**src/rtl/uart_pkg.sv**
```systemverilog
// Shared definitions for the UART receive buffer controller:
// read-fetch FSM state encoding and default width/depth/latency constants.
package uart_pkg;

    typedef enum logic [1:0] {
        IDLE    = 2'd0,
        RD_WAIT = 2'd1,
        HOLD    = 2'd2
    } rd_state_e;

    localparam int DEF_DATA_W = 8;
    localparam int DEF_ADDR_W = 8;
    localparam int DEF_RD_LAT = 1;

endpackage

```
**src/rtl/uart_rxbuf_rd_fetch.sv**
```systemverilog
// Read-side fetch engine for the UART receive buffer.
// Issues one RAM read when data is buffered and the holding register is empty,
// waits RD_LAT cycles for the RAM, then presents the word behind valid/ready.
module uart_rxbuf_rd_fetch
    import uart_pkg::*;
#(
    parameter int DATA_W = DEF_DATA_W,
    parameter int RD_LAT = DEF_RD_LAT
)(
    input  logic              clk,
    input  logic              rst,
    input  logic              data_avail,
    input  logic [DATA_W-1:0] mem_rd_data,
    input  logic              out_ready,
    output logic              rd_issue,
    output logic              out_valid_nxt,
    output logic [DATA_W-1:0] out_data,
    output logic              out_valid
);

    localparam logic [1:0] LAT_LAST = 2'(RD_LAT);

    rd_state_e         state;
    rd_state_e         state_nxt;
    logic [1:0]        lat_cnt;
    logic [1:0]        lat_cnt_nxt;
    logic [DATA_W-1:0] data_nxt;

    // State, latency counter and holding register; reset drops any in-flight read.
    always_ff @(posedge clk) begin
        if (rst) begin
            state     <= IDLE;
            lat_cnt   <= 2'd0;
            out_data  <= '0;
            out_valid <= 1'b0;
        end else begin
            state     <= state_nxt;
            lat_cnt   <= lat_cnt_nxt;
            out_data  <= data_nxt;
            out_valid <= out_valid_nxt;
        end
    end

    // Next-state logic: fetch when idle, count RAM latency, hold until accepted.
    always_comb begin
        state_nxt     = state;
        lat_cnt_nxt   = lat_cnt;
        data_nxt      = out_data;
        out_valid_nxt = out_valid;
        rd_issue      = 1'b0;
        case (state)
            IDLE: begin
                if (data_avail) begin
                    rd_issue    = 1'b1;
                    lat_cnt_nxt = 2'd0;
                    state_nxt   = RD_WAIT;
                end
            end
            RD_WAIT: begin
                if (lat_cnt == LAT_LAST) begin
                    data_nxt      = mem_rd_data;
                    out_valid_nxt = 1'b1;
                    state_nxt     = HOLD;
                end else begin
                    lat_cnt_nxt = lat_cnt + 2'd1;
                end
            end
            HOLD: begin
                if (out_ready) begin
                    out_valid_nxt = 1'b0;
                    state_nxt     = IDLE;
                end
            end
            default: begin
                state_nxt = IDLE;
            end
        endcase
    end

endmodule

```
**src/rtl/uart_rx_buffer_ctrl.sv**
```systemverilog
// Receive-side buffer controller: captures UART RX bytes into an external
// dual-port RAM used as a circular FIFO and prefetches the oldest word into a
// valid/ready holding register. OVERWRITE selects drop-oldest vs drop-newest.
// Optional macro RXBUF_WATERMARK_EN adds parameter AFULL_LVL and port almost_full.
module uart_rx_buffer_ctrl
    import uart_pkg::*;
#(
    parameter int DATA_W    = DEF_DATA_W,
    parameter int ADDR_W    = DEF_ADDR_W,
    parameter int RD_LAT    = DEF_RD_LAT,
    parameter bit OVERWRITE = 1'b1
`ifdef RXBUF_WATERMARK_EN
    ,
    parameter int AFULL_LVL = 3 * (2**ADDR_W) / 4
`endif
)(
    input  logic              clk,
    input  logic              rst,
    input  logic [DATA_W-1:0] rx_data,
    input  logic              rx_rdy,
    output logic [DATA_W-1:0] out_data,
    output logic              out_valid,
    input  logic              out_ready,
    output logic              new_data,
    output logic [ADDR_W:0]   count,
    output logic              overflow,
`ifdef RXBUF_WATERMARK_EN
    output logic              almost_full,
`endif
    output logic              mem_wr_en,
    output logic [ADDR_W-1:0] mem_wr_addr,
    output logic [DATA_W-1:0] mem_wr_data,
    output logic              mem_rd_en,
    output logic [ADDR_W-1:0] mem_rd_addr,
    input  logic [DATA_W-1:0] mem_rd_data
);

    localparam logic [ADDR_W:0]   DEPTH_CNT = {1'b1, {ADDR_W{1'b0}}};
    localparam logic [ADDR_W-1:0] PTR_ONE   = {{(ADDR_W-1){1'b0}}, 1'b1};
`ifdef RXBUF_WATERMARK_EN
    localparam logic [ADDR_W:0]   AFULL_CNT = (ADDR_W+1)'(AFULL_LVL);
`endif

    logic              rx_rdy_q;
    logic [ADDR_W-1:0] wr_ptr;
    logic [ADDR_W-1:0] rd_ptr;
    logic              capture;
    logic              full;
    logic              rd_issue;
    logic              out_valid_nxt;
    logic              accept;
    logic              wr_go;
    logic              drop_oldest;
    logic              lost;
    logic              cnt_inc;
    logic [ADDR_W:0]   count_nxt;

    // A capture is a 0->1 transition of the RX ready level.
    assign capture = rx_rdy && !rx_rdy_q;
    assign full    = (count == DEPTH_CNT);
    assign accept  = out_valid && out_ready;

    // A simultaneous read issue frees a slot, so a full buffer only loses data without one.
    assign lost        = capture && full && !rd_issue;
    assign wr_go       = capture && (!full || rd_issue || OVERWRITE);
    assign drop_oldest = lost && OVERWRITE;
    assign cnt_inc     = capture && (!full || rd_issue);

    // Net occupancy change: one in per non-lost, non-overwriting capture, one out per issue.
    always_comb begin
        count_nxt = count + {{ADDR_W{1'b0}}, cnt_inc} - {{ADDR_W{1'b0}}, rd_issue};
    end

    // Pointers, occupancy, sticky overflow and the registered RAM strobes.
    always_ff @(posedge clk) begin
        if (rst) begin
            rx_rdy_q    <= 1'b1;
            wr_ptr      <= '0;
            rd_ptr      <= '0;
            count       <= '0;
            overflow    <= 1'b0;
            new_data    <= 1'b0;
            mem_wr_en   <= 1'b0;
            mem_wr_addr <= '0;
            mem_wr_data <= '0;
            mem_rd_en   <= 1'b0;
            mem_rd_addr <= '0;
`ifdef RXBUF_WATERMARK_EN
            almost_full <= 1'b0;
`endif
        end else begin
            rx_rdy_q  <= rx_rdy;
            mem_wr_en <= wr_go;
            if (wr_go) begin
                mem_wr_addr <= wr_ptr;
                mem_wr_data <= rx_data;
                wr_ptr      <= wr_ptr + PTR_ONE;
            end
            mem_rd_en <= rd_issue;
            if (rd_issue) begin
                mem_rd_addr <= rd_ptr;
            end
            if (rd_issue || drop_oldest) begin
                rd_ptr <= rd_ptr + PTR_ONE;
            end
            count <= count_nxt;
            if (lost) begin
                overflow <= 1'b1;
            end else if (accept) begin
                overflow <= 1'b0;
            end
            new_data <= out_valid_nxt || (count_nxt != '0);
`ifdef RXBUF_WATERMARK_EN
            almost_full <= (count_nxt >= AFULL_CNT);
`endif
        end
    end

    uart_rxbuf_rd_fetch #(
        .DATA_W (DATA_W),
        .RD_LAT (RD_LAT)
    ) u_rd_fetch (
        .clk           (clk),
        .rst           (rst),
        .data_avail    (count != '0),
        .mem_rd_data   (mem_rd_data),
        .out_ready     (out_ready),
        .rd_issue      (rd_issue),
        .out_valid_nxt (out_valid_nxt),
        .out_data      (out_data),
        .out_valid     (out_valid)
    );

endmodule

```
**config.mk**
```make
export PLATFORM = sky130hd
export DESIGN_NAME = uart_rx_buffer_ctrl
export DESIGN_NICKNAME = d
export VERILOG_FILES = /design/src/rtl/uart_pkg.sv /design/src/rtl/uart_rxbuf_rd_fetch.sv /design/src/rtl/uart_rx_buffer_ctrl.sv
export SDC_FILE = /design/constraint.sdc
export NUM_CORES = 1
export LEC_CHECK = 0
export CAP_MARGIN = 0
export CORE_MARGIN = 8
export CORE_UTILIZATION = 53
export CTS_BUF_LIST = sky130_fd_sc_hd__clkbuf_4
export DETAILED_ROUTE_END_ITERATION = 6
export PLACE_DENSITY = 0.86
export SYNTH_ARGS = -nofsm -noshare
export SYNTH_HDL_FRONTEND = slang
export SYNTH_SLANG_ARGS = --single-unit
```
**constraint.sdc**
```tcl
create_clock -name clk -period 3.8 [get_ports clk]
set_clock_uncertainty 0.1 [all_clocks]
set_input_delay 0.76 -clock clk [delete_from_list [all_inputs] [get_ports clk]]
set_output_delay 0.76 -clock clk [all_outputs]
set_load 0.02 [all_outputs]
```
==> flow_metrics.tcl, run 1 <==
set metrics [dict create \
    syn_inst 351 \
    drc 0 \
    r2r_setup_slack_ps 270 \
    htree_num_levels 3 \
    critPathMaxStageDelay_ps 490 \
    use_met2_pct 27.5 \
    first_pass_iters 4 \
    crit_path_max_fanout 6 \
    core_sq_um 5780 \
    postSynthRegisterBits 67 \
    fin_setup_tns_ps 0 \
    whs_ps 360 \
    cp_cell_sequence "inv_1, ha_1, inv_1, nor3_2, or3_1, nand2_1, ha_1, inv_1, fa_1, nand2b_4, a2111oi_4, buf_4, or4_4, a2111oi_4, a41oi_1" \
    nets 458 \
    startpoint_type "register" \
    worst_skew_pair.late_latency_ps 400 \
    antenna_found_initial 0 \
    cp.required_ps 3930 \
    hold_class "register to register" \
    fmax_mhz 283 \
    grt_pass1_wl_microns 11600 \
    critPathCaptureType "register" \
    clkSinkCount 67 \
    ys_top_cells_by_area "dfxtp_1 43%, ha_1 6.9%, nand2_1 6.5%" \
    root_buffer "clkbuf_4" \
    n_antenna_cell 0 \
    grt_max_degree 54 \
    powerDensity_nw_per_um2 727 \
    dp_hpwl_microns 4850 \
    cts_setup_buffers 0 \
    wl_microns 6720 \
    async_flop_share_pct 0 \
    peakVddDrop_mv 0.433 \
    hold_start "u_rd_fetch.out_data[2]$_SDFFE_PP0P_" \
    r2r-start "count[6]$_SDFF_PP0_" \
    routedWlPerCell_microns 13.4 \
    die_w_microns 92.5 \
    io_buffers 65 \
    cts_buffers 9 \
    status "finished clean" \
    ant_nets 0 \
    path_class "register to register" \
    yosys_most_used_dff "dfxtp_1" \
    grt.total_usage_pct 16.4 \
    setup_viol_count_final 0 \
    slew_headroom_pct 37.4 \
    critPathSlowestCell "or4_4" \
    synth-edff-count 0 \
    worstRegToRegCells 15 \
    layout-drive-gt1-share_pct 9.18 \
    initial_core_util_pct 53.6 \
    postCtsResizedCells 0 \
    overflow 0 \
    viasPerCell 5.27 \
    n_fill_cell 487 \
    reg2reg_to "new_data$_SDFF_PP0_" \
    area_growth_pct 29.3 \
    slew_viol_final 0 \
    cellLeakagePower_nw 1.50 \
    yosys_warnings 0 \
    via_count 2634 \
    syn_avg_cell_area_sq_um 8.83 \
    placed_area_sq_um 3830 \
    max_cap_violations 0 \
    cp_common_cell "inv_1" \
    cts_tree "yes" \
    initialDrtViolationCount 140 \
    synth_top_area_cell "dfxtp_1" \
    tightest_slew_ps 938 \
    period_share_pct 92.9 \
    period_needed_ps 3530 \
    use_met1_pct 18.6 \
    layout_commonest_cell "dfxtp_1" \
    synth_top_cell_area_share_pct 43.3 \
    syn_nets 389 \
    mostFrequentLayoutCells "67 x dfxtp_1, 64 x clkdlybuf4s50_1, 54 x nand2_1" \
    place.gp.congestion 0.905 \
    die-area_sq_um 8550 \
    crit_arrival_ps 3660 \
    crit_start "count[6]$_SDFF_PP0_" \
    hold_buffers 0 \
    synth_cell_types 54 \
    synth_area_sq_um 3100 \
    rows 28 \
    min_path_cells 2 \
    ys_seq_area_share_pct 43.3 \
    die_h_microns 92.5 \
    worstHoldEndpoint "u_rd_fetch.out_data[2]$_SDFFE_PP0P_" \
    path_clk_slew_ps 110 \
    use_met3_pct 5.91 \
    finalHoldViolations 0 \
    fin_cells 500 \
    top_usage_layer "met2" \
    io_pins 66 \
    grt_pass1_vias 2527 \
    final_core_util_pct 69.4 \
    placedCellCount 484 \
    rsz0062_at_grt "no" \
    clock_path_buffers 2 \
    postLayoutCellArea_sq_um 4010 \
]
==> stage by stage <==
stage / total power, mW / setup slack, ps
2_1_floorplan: 1.94 / 354
4_1_cts: 2.94 / 262
3_3_place_gp: 2.30 / -38.3
3_5_place_dp: 2.34 / -114
6_report: 2.92 / 270
5_1_grt: 3.13 / 25.8
==> layer usage <==
metal,wire length [microns],share of wire [%]
met3,495,7.4
met5,0,0
met2,3180,47
met4,81,1.2
met1,2970,44
==> cell type report <==
type,count,area (sq um),share of cell area (%)
Multi-Input combinational cell,249,1610,40.1
Sequential cell,67,1340,33.4
Timing Repair Buffer,74,713,17.8
Clock inverter,7,115,2.87
Tap cell,75,93.8,2.34
Inverter,19,71.3,1.78
Clock buffer,9,67.6,1.68
==> worst max-delay path, delay by kind of cell (launching register included) <==
family | cells | cell delay (ps)
buffers and inverters | 4 | 390
flip-flops | 1 | 340
AO/OA/AOI/OAI | 3 | 580
adder cells (fa/ha/maj) | 3 | 690
AND/OR/NAND/NOR | 5 | 1280
==> power breakdown <==
| part | internal [mW] | switching (mW) |
|---|---|---|
| logic | 0.662 | 0.788 |
| registers | 0.798 | 0.0774 |
| clock network | 0.332 | 0.259 |
| total | 1.79 | 1.12 |
==> sequential cells by signal (all words and copies together) (netlist names), 2 cells and up <==
signal               count
count                    9
mem_rd_addr              8
mem_wr_addr              8
mem_wr_data              8
rd_ptr                   8
u_rd_fetch.out_data      8
wr_ptr                   8
u_rd_fetch.lat_cnt       2
u_rd_fetch.state         2
==> worst max-delay path by stage <==
| stage | to | slack (ps) |
|---|---|---|
| 2_1_floorplan | new_data$_SDFF_PP0_ | 350 |
| 3_3_place_gp | new_data$_SDFF_PP0_ | -40 |
| 3_5_place_dp | new_data$_SDFF_PP0_ | -110 |
| 4_1_cts | new_data$_SDFF_PP0_ | 260 |
| 5_1_grt | new_data$_SDFF_PP0_ | 30 |
| 6_report | new_data$_SDFF_PP0_ | 270 |
==> synth_stat cells, types with 2 or more instances <==
cell	number
buf_2	2
clkbuf_1	10
inv_1	19
xor2_1	7
a211oi_1	2
nand4_1	4
nor3_1	4
a21oi_1	37
buf_1	2
xnor2_1	11
ha_1	17
o31ai_1	3
nor4b_1	4
nand2_1	54
dfxtp_1	67
nor2b_1	6
or3_1	4
nand3_1	9
a21o_1	2
o21ai_0	5
a41oi_1	2
nor2_1	35
a2111oi_4	2
nand2b_1	4
mux2i_1	10
==> logic make-up (layout without fill, tap and decap cells) <==
| group | count (synthesis) | in the layout | share of synthesized area [%] |
|---|---|---|---|
| simple gates | 138 | 138 | 21.8 |
| flops | 67 | 67 | 43.3 |
| compound gates | 65 | 65 | 14.2 |
| buf+inv | 35 | 109 | 4.88 |
| fa+ha+maj | 18 | 18 | 7.51 |
| xor+xnor | 18 | 18 | 5.08 |
| mux | 10 | 10 | 3.23 |
Power figures use the tool's default switching activity.
==> run 2: changes to the inputs <==
--- a/config.mk
+++ b/config.mk
@@ -6,11 +6,14 @@
 export NUM_CORES = 1
 export LEC_CHECK = 0
 export CAP_MARGIN = 0
+export CELL_PAD_IN_SITES_DETAIL_PLACEMENT = 1
+export CELL_PAD_IN_SITES_GLOBAL_PLACEMENT = 2
 export CORE_MARGIN = 8
-export CORE_UTILIZATION = 53
+export CORE_UTILIZATION = 31
 export CTS_BUF_LIST = sky130_fd_sc_hd__clkbuf_4
 export DETAILED_ROUTE_END_ITERATION = 6
-export PLACE_DENSITY = 0.86
+export PLACE_DENSITY = 0.84
+export SLEW_MARGIN = 20
 export SYNTH_ARGS = -nofsm -noshare
 export SYNTH_HDL_FRONTEND = slang
 export SYNTH_SLANG_ARGS = --single-unit
==> flow_metrics.tcl, run 2 (same netlist as run 1, synthesis figures left out) <==
set metrics [dict create \
    status "finished clean" \
    startpoint_type "primary input" \
    layout_commonest_cell "dfxtp_1" \
    r2r_setup_slack_ps 350 \
    power_frac_seq_pct 31.0 \
    slew_viol_final 0 \
    grt_max_degree 54 \
    area_growth_pct 30.3 \
    worstRegToRegCells 15 \
    grt_pass1_wl_microns 13400 \
    nets 458 \
    critPathMaxStageDelay_ps 450 \
    largest_reg_flops 9 \
    tightest_slew_ps 733 \
    place_ws_ps -126 \
    die-area_sq_um 13500 \
    ant_nets 0 \
    fin_setup_tns_ps 0 \
    initialDrtViolationCount 75 \
    rsz0062_at_grt "no" \
    setup_ws_ps 345 \
    core_sq_um 9730 \
    internal_power_mw 1.67 \
    critPathCaptureType "register" \
    die_w_microns 116 \
    crit_arrival_ps 3640 \
    die_h_microns 116 \
    hold_buffers 0 \
    routedWlPerCell_microns 14.3 \
    overflow 0 \
    clkPwrFrac_pct 16.8 \
    hold_start "u_rd_fetch.out_data[3]$_SDFFE_PP0P_" \
    cp.required_ps 3990 \
    cp_common_cell "a2111oi_4" \
    wl_microns 7970 \
    layout-drive-gt1-share_pct 9.41 \
    drc 0 \
    whs_ps 361 \
    postCtsResizedCells 0 \
    clkSinkCount 67 \
    fin_cells 559 \
    period_share_pct 90.9 \
    slew_headroom_pct 51.1 \
    mostFrequentLayoutCells "67 x dfxtp_1, 64 x clkdlybuf4s50_1, 54 x nand2_1" \
    rows 36 \
    io_pins 66 \
    max_cap_violations 0 \
    io_buffers 65 \
    grt_pass1_vias 2761 \
    finalHoldViolations 0 \
    hold_class "register to register" \
    place.gp.congestion 0.809 \
    viasPerCell 4.71 \
    root_buffer "clkbuf_4" \
    crit_path_max_fanout 2 \
    clock_path_buffers 2 \
    setup_viol_count_final 0 \
    cts_tree "yes" \
    cp_cell_sequence "clkdlybuf4s50_1, and2b_1, or3_1, nand2_1, ha_1, inv_1, fa_1, nand2b_4, a2111oi_4, o31ai_1, a2111oi_4, a41oi_1" \
    r2r-start "count[6]$_SDFF_PP0_" \
    fmax_mhz 289 \
    initial_core_util_pct 31.9 \
    swShare_pct 41.0 \
    cts_buffers 9 \
    cellLeakagePower_nw 1.48 \
    regMostFlops "count" \
    min_path_cells 2 \
    p_sw_mw 1.16 \
    path_clk_slew_ps 130 \
    peakVddDrop_mv 0.201 \
    path_class "primary input to register" \
    pwr-share-comb_pct 52.2 \
    placedCellCount 542 \
    reg2reg_to "new_data$_SDFF_PP0_" \
    first_pass_iters 4 \
    htree_num_levels 3 \
    grt.total_usage_pct 12.5 \
    period_needed_ps 3450 \
    finalPower_mw 2.82 \
    dp_hpwl_microns 5890 \
    critPathSlowestCell "clkdlybuf4s50_1" \
    via_count 2632 \
    antenna_found_initial 0 \
    cts_setup_buffers 0 \
    powerDensity_nw_per_um2 699 \
    worstHoldEndpoint "u_rd_fetch.out_data[3]$_SDFFE_PP0P_" \
    worst_skew_pair.late_latency_ps 410 \
]
-- run 2: changes by cell type in the layout (fill, tap and decap cells not counted), sizes merged --
cell,delta
bufinv,-2
clkbuf,+1
clkinvlp,+1
diode,+1
-- run 2: how the worst max path moves through the flow --
stage,start,end,slack (ps),depth (start not counted)
2_1_floorplan,count[2]$_SDFF_PP0_,new_data$_SDFF_PP0_,350,15
3_3_place_gp,rx_rdy,new_data$_SDFF_PP0_,-20,12
3_5_place_dp,rx_rdy,new_data$_SDFF_PP0_,-130,12
4_1_cts,count[6]$_SDFF_PP0_,new_data$_SDFF_PP0_,290,15
5_1_grt,count[6]$_SDFF_PP0_,new_data$_SDFF_PP0_,40,14
6_report,rx_rdy,new_data$_SDFF_PP0_,350,12
-- run 2: power by group through the flow --
stage / clock network [mW] / logic (mW) / registers, mW
floorplan: 0 / 0.982 / 0.957
global placement: 0 / 1.44 / 0.895
detailed placement: 0 / 1.49 / 0.897
CTS: 0.499 / 1.50 / 0.882
global route: 0.523 / 1.63 / 0.896
finish: 0.474 / 1.47 / 0.877
-- run 2: critical path, delay by kind of cell --
kind	cells	cell delay, ps
compound gates	4	1030
simple gates	4	820
fa+ha+maj	2	540
buf+inv	2	500
-- run 2: layout make-up --
class	count	area, sq um
Sequential cell	67	1340
Antenna cell	1	2.50
Tap cell	133	166
Inverter	19	71.3
Clock buffer	10	75.1
Timing Repair Buffer	74	713
Multi-Input combinational cell	249	1610
Clock inverter	6	63.8
Fill cell	1189	5690
-- run 2: metrics by stage --
step	instance area (sq um)	util [%]
after detailed placement	3900	40.1
after global placement	3900	40.1
final	4040	41.5
after global routing	4040	41.5
after floorplan	3100	-
after CTS	4040	41.5
-- run 2: metal layers --
layer,wire length (microns),vias up,GRT usage [%]
met5,0,-,0
met2,3820,46,20.9
met3,379,12,3.02
met1,3620,1246,14.6
met4,155,0,6.05
li1,-,1328,-
